[config.mk]
export PLATFORM = sky130hd
export DESIGN_NAME = multiport_regfile
export DESIGN_NICKNAME = d
export VERILOG_FILES = /design/src/rtl/multiport_regfile.sv
export SDC_FILE = /design/constraint.sdc
export NUM_CORES = 1
export LEC_CHECK = 0
export ABC_AREA = 1
export CORE_MARGIN = 3
export CORE_UTILIZATION = 63
export DETAILED_ROUTE_END_ITERATION = 8
export HOLD_SLACK_MARGIN = 0.05
export PLACE_DENSITY = 0.95
export SYNTH_ARGS = -nofsm -noshare
export SYNTH_HDL_FRONTEND = slang
export SYNTH_SLANG_ARGS = --single-unit
[constraint.sdc]
create_clock -name clock -period 4.9 [get_ports clock]
set_clock_uncertainty 0.1 [all_clocks]
set_input_delay 1.225 -clock clock [delete_from_list [all_inputs] [get_ports clock]]
set_output_delay 1.225 -clock clock [all_outputs]
set_load 0.02 [all_outputs]
[src/rtl/multiport_regfile.sv]
// Multi-port register file: NUM_WR writes / NUM_RD reads per cycle, priority collision flag, optional bypass, bulk clear.
// Reads return one cycle after rd_en; no backpressure, but writes are dropped while the clear engine holds busy.
module multiport_regfile #(
    parameter int WIDTH  = 8,
    parameter int DEPTH  = 8,
    parameter int ADDR_W = 3,
    parameter int NUM_WR = 4,
    parameter int NUM_RD = 4,
    parameter int BYPASS = 1
) (
    input  logic                     clock,
    input  logic                     reset,
    input  logic [NUM_WR-1:0]        wr_en,
    input  logic [NUM_WR*ADDR_W-1:0] wr_addr,
    input  logic [NUM_WR*WIDTH-1:0]  wr_data,
    input  logic [NUM_RD-1:0]        rd_en,
    input  logic [NUM_RD*ADDR_W-1:0] rd_addr,
    output logic [NUM_RD*WIDTH-1:0]  rd_data,
    output logic [NUM_RD-1:0]        rd_valid,
    output logic                     wr_conflict,
    input  logic                     clear_req,
    output logic                     busy
);

    typedef enum logic {S_IDLE, S_CLEAR} state_t;

    localparam logic [ADDR_W:0]   DEPTH_LIM = (ADDR_W+1)'(DEPTH);
    localparam logic [ADDR_W-1:0] LAST_IDX  = ADDR_W'(DEPTH-1);

    state_t                    r_state;
    logic [ADDR_W-1:0]         r_clr_idx;
    logic                      r_busy;
    logic                      r_wr_conflict;
    logic [NUM_RD*WIDTH-1:0]   r_rd_data;
    logic [NUM_RD-1:0]         r_rd_valid;
    logic [WIDTH-1:0]          r_mem [DEPTH];

    logic [NUM_WR-1:0]         w_wr_ok;
    logic [DEPTH-1:0]          w_wr_hit;
    logic [WIDTH-1:0]          w_wr_dat [DEPTH];
    logic                      w_conflict;
    logic [WIDTH-1:0]          w_rd_val [NUM_RD];

    // Out-of-range or busy-cycle writes are removed before collision detection.
    always_comb begin
        for (int p = 0; p < NUM_WR; p++) begin
            w_wr_ok[p] = wr_en[p] && !r_busy &&
                         ({1'b0, wr_addr[p*ADDR_W +: ADDR_W]} < DEPTH_LIM);
        end
    end

    // Ascending port scan: the first hit wins, any later hit on that entry is a collision.
    always_comb begin
        w_wr_hit   = '0;
        w_conflict = 1'b0;
        for (int e = 0; e < DEPTH; e++) begin
            w_wr_dat[e] = '0;
        end
        for (int e = 0; e < DEPTH; e++) begin
            for (int p = 0; p < NUM_WR; p++) begin
                if (w_wr_ok[p] && (wr_addr[p*ADDR_W +: ADDR_W] == ADDR_W'(e))) begin
                    if (!w_wr_hit[e]) begin
                        w_wr_hit[e] = 1'b1;
                        w_wr_dat[e] = wr_data[p*WIDTH +: WIDTH];
                    end else begin
                        w_conflict = 1'b1;
                    end
                end
            end
        end
    end

    // An address that matches no entry reads as zero; hits are empty while busy, so no bypass then.
    always_comb begin
        for (int q = 0; q < NUM_RD; q++) begin
            w_rd_val[q] = '0;
            for (int e = 0; e < DEPTH; e++) begin
                if (rd_addr[q*ADDR_W +: ADDR_W] == ADDR_W'(e)) begin
                    w_rd_val[q] = ((BYPASS != 0) && w_wr_hit[e]) ? w_wr_dat[e] : r_mem[e];
                end
            end
        end
    end

    always_ff @(posedge clock) begin
        if (!reset) begin
            r_state       <= S_IDLE;
            r_clr_idx     <= '0;
            r_busy        <= 1'b0;
            r_wr_conflict <= 1'b0;
            r_rd_data     <= '0;
            r_rd_valid    <= '0;
            for (int e = 0; e < DEPTH; e++) begin
                r_mem[e] <= '0;
            end
        end else begin
            r_wr_conflict <= w_conflict;
            r_rd_valid    <= rd_en;
            for (int q = 0; q < NUM_RD; q++) begin
                if (rd_en[q]) begin
                    r_rd_data[q*WIDTH +: WIDTH] <= w_rd_val[q];
                end
            end
            for (int e = 0; e < DEPTH; e++) begin
                if (r_busy && (r_clr_idx == ADDR_W'(e))) begin
                    r_mem[e] <= '0;
                end else if (w_wr_hit[e]) begin
                    r_mem[e] <= w_wr_dat[e];
                end
            end
            case (r_state)
                S_IDLE: begin
                    if (clear_req) begin
                        r_state   <= S_CLEAR;
                        r_clr_idx <= '0;
                        r_busy    <= 1'b1;
                    end
                end
                S_CLEAR: begin
                    if (r_clr_idx == LAST_IDX) begin
                        r_state   <= S_IDLE;
                        r_clr_idx <= '0;
                        r_busy    <= 1'b0;
                    end else begin
                        r_clr_idx <= r_clr_idx + 1'b1;
                    end
                end
                default: begin
                    r_state <= S_IDLE;
                    r_busy  <= 1'b0;
                end
            endcase
        end
    end

    assign rd_data     = r_rd_data;
    assign rd_valid    = r_rd_valid;
    assign wr_conflict = r_wr_conflict;
    assign busy        = r_busy;

endmodule

==> impl_metrics.csv, run 1 <==
group,metric,value,unit
routing,post_drt_via_cell_ratio,6.50,
setup_path,cp.arrival,4050,ps
routing,route.top_layer_used,"met4",
power,p_switching,0.000965,W
setup_path,crit_chain,"clkdlybuf4s50_1 -> nor2_1 -> nand3_1 -> nand2_2 -> nor2_2 -> inv_2 -> nor2_1 -> a21oi_1 -> nand2_1 -> nand2_1 -> nand3_1 -> nor2_1 -> nand4_1 -> nand2_1 -> a21oi_1",
routing,wl_met1,12900,µm
global_routing,grt_max_degree,30,
power,combinational_cell_fraction_of_total_power,30.6,%
synthesis,syn_inst,1455,
flow_run,max_cap_viol_count,0,
power,p_leak,4.62,nW
synthesis,async_reset_ff_share,0,%
cts,clkLatencyLatePin,380,ps
sta,timing_max_transition_violations_final,0,
sta,grt_setup_unrepaired,"false",
place,placement.io_buffers,104,
cts,cts-root-buf,"clkbuf_16",
global_routing,initial_antenna_violation_count,0,
routing,postRouteAntennaNets,0,
setup_path,cpMaxStageDelayCell,"clkdlybuf4s50_1",
synthesis,synthesis.area_per_instance,6.35,µm²
finish,final_common_cell,"nand2_1",
global_routing,grt_first_pass_wirelength,54400,µm
cts,clock-sinks,106,
cts,cts_made_buffers,9,
cts,cts.repair.resized,0,
routing,drtIter0Drc,2211,
synthesis,synth-edff-count,64,
floorplan,fp.dieH,127,µm
place,post-place-cells,1719,
floorplan,core_area,14100,µm²
routing,num_vias,11281,
sta,final_number_of_setup_violating_endpoints,0,
routing,routed-wl-met2,15100,µm
setup_path,path_delay_family,"simple AND/OR/NAND/NOR gates",
power,power.clock.fraction,29.0,%
floorplan,rows,43,
finish,area_growth,15.8,%
cts,cts-hold-fix-buffers,0,
synthesis,yosysUniqueCellTypes,41,
floorplan,die_area,16200,µm²
sta,relSlewSlack,29.7,%
setup_path,number_of_buffer_and_inverter_instances_along_the_worst_setup_path,2,
place,dpl.hpwl,28000,µm
global_routing,grtUsageTotal,43.4,%
cts,cts-root-to-sink-buffers,2,
cts,cts.reportedPaths.clkPinSlew,80,ps
floorplan,fp.dieW,127,µm
finish,fin_cells,1735,
synthesis,postSynth.topFlopCell,"edfxtp_1",
status,violations,"DRC",
finish,antennaDiodeCount,0,
sta,timing.final.crit_period,3900,ps
hold_path,hp-class,"reg -> reg",
finish,final_cell_mix,"nand2_1 (462), inv_1 (142), o21ai_0 (137)",
finish,final_layout_size_suffix_gt1_share,9.32,%
finish,finalCoreUtilization,76.0,%
routing,post-route-drc-count,13,
floorplan,floorplan.initialDensity,65.6,%
cts,post_cts.repair.setup_buffers,0,
synthesis,post_synthesis_cell_area,9250,µm²
routing,avgRoutedWirePerCell,20.7,µm
global_routing,number_of_global_route_vias_before_repair,10091,
sta,hold_violations,0,
setup_path,worstSetupEndpointType,"flip-flop",
synthesis,postSynthRegisterBits,106,
routing,routed-wl-met3,5970,µm
routing,finalWirelength,35900,µm
cts,cts_tree,"yes",
setup_path,worstSetupStartpointType,"primary input",
power,pwr_density_cell,240,nW/µm²
setup_path,largest_stage_delay_worst_path,460,ps
synthesis,postSynthNetCount,1528,
power,swShare,37.5,%
cts,htreeDepth,3,
status,run_status,"finished with violations",
sta,timing.final.crit_share,79.6,%
power,internal-power,0.00160,W
synthesis,total_of_warnings_raised_by_yosys,0,
setup_path,crit_type,"in -> reg",
sta,worst_pin_slew,1050,ps
setup_path,critPathMaxFanout,11,
routing,detailedRoute.firstPassIterationCount,9,
power,ir_worst_vdd,0.273,mV
floorplan,boundaryPins,105,
sta,hold_slack,373,ps
sta,tns,0,ps
finish,finalNetCount,1623,
sta,achievable-frequency,256,MHz
synthesis,yosysSeqAreaShare,29.9,%
place,place_congestion,1.12,
setup_path,cp.required,5050,ps
global_routing,residual_overflow_from_global_routing,0,
power,power.share.sequential,40.4,%
## metrics by stage
stage	setup WS, ps	area (µm²)	total power [W]
floorplan	1970	9250	0.00149
global placement	866	10400	0.00178
detailed placement	829	10400	0.00180
CTS	1200	10700	0.00251
global route	877	10700	0.00263
finish	1000	10700	0.00257
## cells in the mapped netlist, types with 24 or more instances
master	count	area share, %
nand3_1	69	3.7
dfxtp_1	42	9.1
a21oi_1	101	5.5
edfxtp_1	64	21
nor2_4	24	2.9
nor3_1	30	1.6
o21ai_1	31	1.7
nand2_1	462	19
o21ai_0	137	7.4
nand4_1	44	3.0
nor2_1	131	5.3
inv_1	142	5.8
## routing by layer
metal	GRT usage [%]	vias up
met3	13.0	204
met2	65.0	999
met5	0	-
li1	-	5057
met4	19.4	0
met1	58.1	5021
## worst register-to-register path, cell delays in order, from the launching register on
cell	delay, ps
dfxtp_1	860
nor2_4	110
nand3_1	370
nand2_2	160
nor2_2	170
inv_2	90
nor2_4	200
nor2_1	80
nand2_1	80
nand2_1	130
nand2_1	90
nand3_1	110
a21oi_1	260
nand4_1	150
nor2_1	130
nor2_1	50
## power groups by stage
stage | clock [W] | sequential [W] | combinational [W]
6_report | 0.000745 | 0.00104 | 0.000787
5_1_grt | 0.000759 | 0.00104 | 0.000825
4_1_cts | 0.000725 | 0.00104 | 0.000744
3_5_place_dp | 0 | 0.00106 | 0.000739
3_3_place_gp | 0 | 0.00105 | 0.000730
2_1_floorplan | 0 | 0.00107 | 0.000412
## registers in the layout (all words and copies together) (netlist names)
register,cells
busy,1
r_state,1
wr_conflict,1
r_clr_idx,3
rd_valid,4
rd_data,32
r_mem,64
## final timing paths
check,end,cells after the start,slack [ps],startpoint
worst max-delay path,rd_data[17]$_SDFFE_PN0P_,15,1000,wr_addr[3]
worst min-delay path,rd_data[8]$_SDFFE_PN0P_,2,370,rd_data[8]$_SDFFE_PN0P_
worst max register to register,rd_data[16]$_SDFFE_PN0P_,15,1650,busy$_SDFFE_PN0P_
worst min register to register,rd_data[8]$_SDFFE_PN0P_,2,370,rd_data[8]$_SDFFE_PN0P_
## kinds of logic after synthesis
group | Yosys count | share of synthesized area [%]
and+or+nand+nor | 824 | 41.4
AOI/OAI and AO/OA | 329 | 19.5
buffers and inverters | 190 | 8.35
DFF | 106 | 29.9
adders and majority gates | 6 | 0.812
## area by class of cell
type / instances / area (µm²)
timing repair buffer: 108 / 1070
fill: 1157 / 3390
inverter: 166 / 636
clock inverter: 7 / 70.1
clock buffer: 9 / 225
sequential: 106 / 2760
multi-input combinational: 1159 / 5720
tap: 180 / 225
No activity file was read; power rests on OpenSTA's default activity.
==> inputs of run 2 (changes only) <==
Settings changed: CORE_UTILIZATION 63 to 52, PLACE_DENSITY 0.95 to 0.88.
Clock period 4.9 ns to 3.5 ns, I/O delays scaled along.
==> run 2 against run 1 <==
Against the previous run:
- the run now ends clean
- utilization fell by 8.5 points
- flip-flop and latch count unchanged
- register-to-register slack worse by 1200 ps
- largest cell class unchanged
- power is 47% higher
- critical path depth rose by 3
- first-iteration DRC count fell by 15%
- largest power group unchanged
- non-clock buffer count rose by 122
- critical endpoint is now rd_data[16]$_SDFFE_PN0P_
- sequential share of layout area decreased by 2.2 points
- clock-buffer cell count is the same
- hold slack worse by 0.59 ps
==> impl_metrics.csv, run 2 (synthesis results as in run 1) <==
group,metric,value,unit
power,p_leak,5.21,nW
finish,number_of_flip_flops_in_the_largest_register,64,
floorplan,floorplan.initialDensity,53.3,%
setup_path,crit_chain,"clkdlybuf4s50_1 -> inv_2 -> nor2_4 -> nand3_1 -> nand2_2 -> nor2_2 -> inv_2 -> buf_4 -> nor2_1 -> nor2_1 -> nand2_1 -> nand2_1 -> nand2_1 -> nand3_1 -> a21oi_1 -> nand4_1 -> nor2_1 -> nor2_1",
sta,final_number_of_setup_violating_endpoints,0,
floorplan,fp.dieW,139,µm
routing,finalWirelength,40900,µm
global_routing,grtUsageMet3,14.1,%
setup_path,cp.required,3670,ps
setup_path,worst_r2r_path_depth,17,
cts,htreeDepth,3,
finish,nFillCells,1592,
global_routing,gr-usage-met2,61.6,%
sta,timing_max_transition_violations_final,0,
cts,cts-root-buf,"clkbuf_16",
sta,relSlewSlack,25.4,%
power,combinational_cell_fraction_of_total_power,32.6,%
flow_run,max_cap_viol_count,0,
power,power,0.00379,W
cts,cts_tree,"yes",
finish,final_layout_size_suffix_gt1_share,15.9,%
finish,sequential_cell_area,2760,µm²
status,run_status,"complete, no violations",
setup_path,cp-startpoint,"wr_en[1]",
routing,post-route-drc-count,0,
power,power.clock.fraction,29.1,%
sta,worst_pin_slew,1110,ps
floorplan,core_area,17400,µm²
floorplan,die_area,19400,µm²
cts,cts.repair.resized,0,
setup_path,worstSetupEndpointType,"flip-flop",
finish,final_common_cell,"nand2_1",
setup_path,cpMaxStageDelayCell,"clkdlybuf4s50_1",
setup_path,worstSetupStartpointType,"primary input",
routing,avgRoutedWirePerCell,21.5,µm
cts,clock-sinks,106,
routing,num_vias,11530,
setup_path,crit_type,"in -> reg",
finish,multi_input_combinational_cell_area,5720,µm²
finish,finalNetCount,1745,
place,placement.io_buffers,104,
sta,hold_violations,0,
global_routing,grtUsageTotal,40.8,%
global_routing,grt_first_pass_wirelength,61400,µm
hold_path,timing.hold.worst_path_depth,2,
hold_path,min_from,"rd_data[1]$_SDFFE_PN0P_",
finish,antennaDiodeCount,0,
cts,cts-hold-fix-buffers,0,
routing,detailedRoute.firstPassIterationCount,6,
global_routing,grt_most_used_layer,"met2",
routing,drtIter0Drc,1876,
cts,cts.reportedPaths.clkPinSlew,90,ps
floorplan,fp.dieH,139,µm
place,place_congestion,1.10,
global_routing,grt_max_degree,30,
global_routing,number_of_global_route_vias_before_repair,10581,
cts,cts_made_buffers,9,
finish,final_cell_mix,"nand2_1 (462), inv_1 (142), o21ai_0 (137)",
global_routing,use_met1,55.7,%
power,internal-power,0.00235,W
routing,post_drt_via_cell_ratio,6.06,
place,placedInstanceArea,11400,µm²
finish,postLayoutCellArea,11700,µm²
setup_path,largest_stage_delay_worst_path,510,ps
setup_path,cp.arrival,3480,ps
power,power.share.sequential,38.3,%
power,p_switching,0.00144,W
floorplan,boundaryPins,105,
cts,clkLatencyLatePin,370,ps
setup_path,cpMostUsedCell,"nor2_1",
hold_path,hp-class,"reg -> reg",
sta,grt_setup_unrepaired,"false",
setup_path,critPathMaxFanout,5,
finish,area_growth,26.6,%
sta,achievable-frequency,303,MHz
global_routing,initial_antenna_violation_count,0,
finish,largest-register,"r_mem",
setup_path,regToRegStartpoint,"busy$_SDFFE_PN0P_",
sta,timing.final.crit_period,3300,ps
cts,cts-root-to-sink-buffers,2,
routing,postRouteAntennaNets,0,
power,ir_worst_vdd,0.262,mV
sta,timing.final.crit_share,94.4,%
place,dpl.hpwl,32600,µm
floorplan,rows,48,
power,pwr_density_cell,324,nW/µm²
global_routing,residual_overflow_from_global_routing,0,
power,swShare,38.0,%
cts,post_cts.repair.setup_buffers,0,
==> run 2: cell count changes in the layout (fill, tap and decap cells not counted) <==
cell        change
buf_4         +122
clkinv_4        -1
clkinv_8        +2
clkinvlp_4      -1
inv_12          +1
inv_4           -1
==> run 2: power groups by stage <==
stage	Combinational [W]	Clock (W)	Sequential (W)
final	0.00123	0.00110	0.00145
after global routing	0.00130	0.00113	0.00146
after CTS	0.00118	0.00109	0.00145
after detailed placement	0.00118	0	0.00148
after global placement	0.00117	0	0.00147
after floorplan	0.000577	0	0.00150
==> run 2: layout make-up <==
cell class	count	area share (%)
flip-flops and latches	106	23.6
multi-input cells	1159	48.8
inverters	166	5.43
clock inverters	7	0.823
well taps	225	2.40
repair buffers	230	17.0
clock buffers	9	1.92
==> run 2: final timing paths <==
path,to,slack [ps]
worst max register to register,rd_data[16]$_SDFFE_PN0P_,420
worst min-delay path,rd_data[1]$_SDFFE_PN0P_,370
worst min register to register,rd_data[1]$_SDFFE_PN0P_,370
worst max-delay path,rd_data[16]$_SDFFE_PN0P_,200
==> run 2: worst max-delay path: cells and delay by family <==
kind | cells | cell delay [ps]
AO/OA/AOI/OAI | 1 | 260
AND/OR/NAND/NOR | 13 | 1490
buffers and inverters | 4 | 850
==> run 2: layer usage <==
metal  wire (µm)  vias up
met1       16000     5288
met3        5850      124
met4        1440        0
met5           0        -
li1            -     5314
met2       17600      804
==> run 2: through the flow <==
stage,setup WS [ps],cells,hold WS [ps],setup TNS [ps],utilization [%]
floorplan,922,1455,357,0,-
global placement,-86.6,1886,356,-155,65.6
detailed placement,-89.5,1886,361,-194,65.6
CTS,283,1902,373,0,67.4
global route,61.8,1902,404,0,67.4
finish,195,1902,372,0,67.4
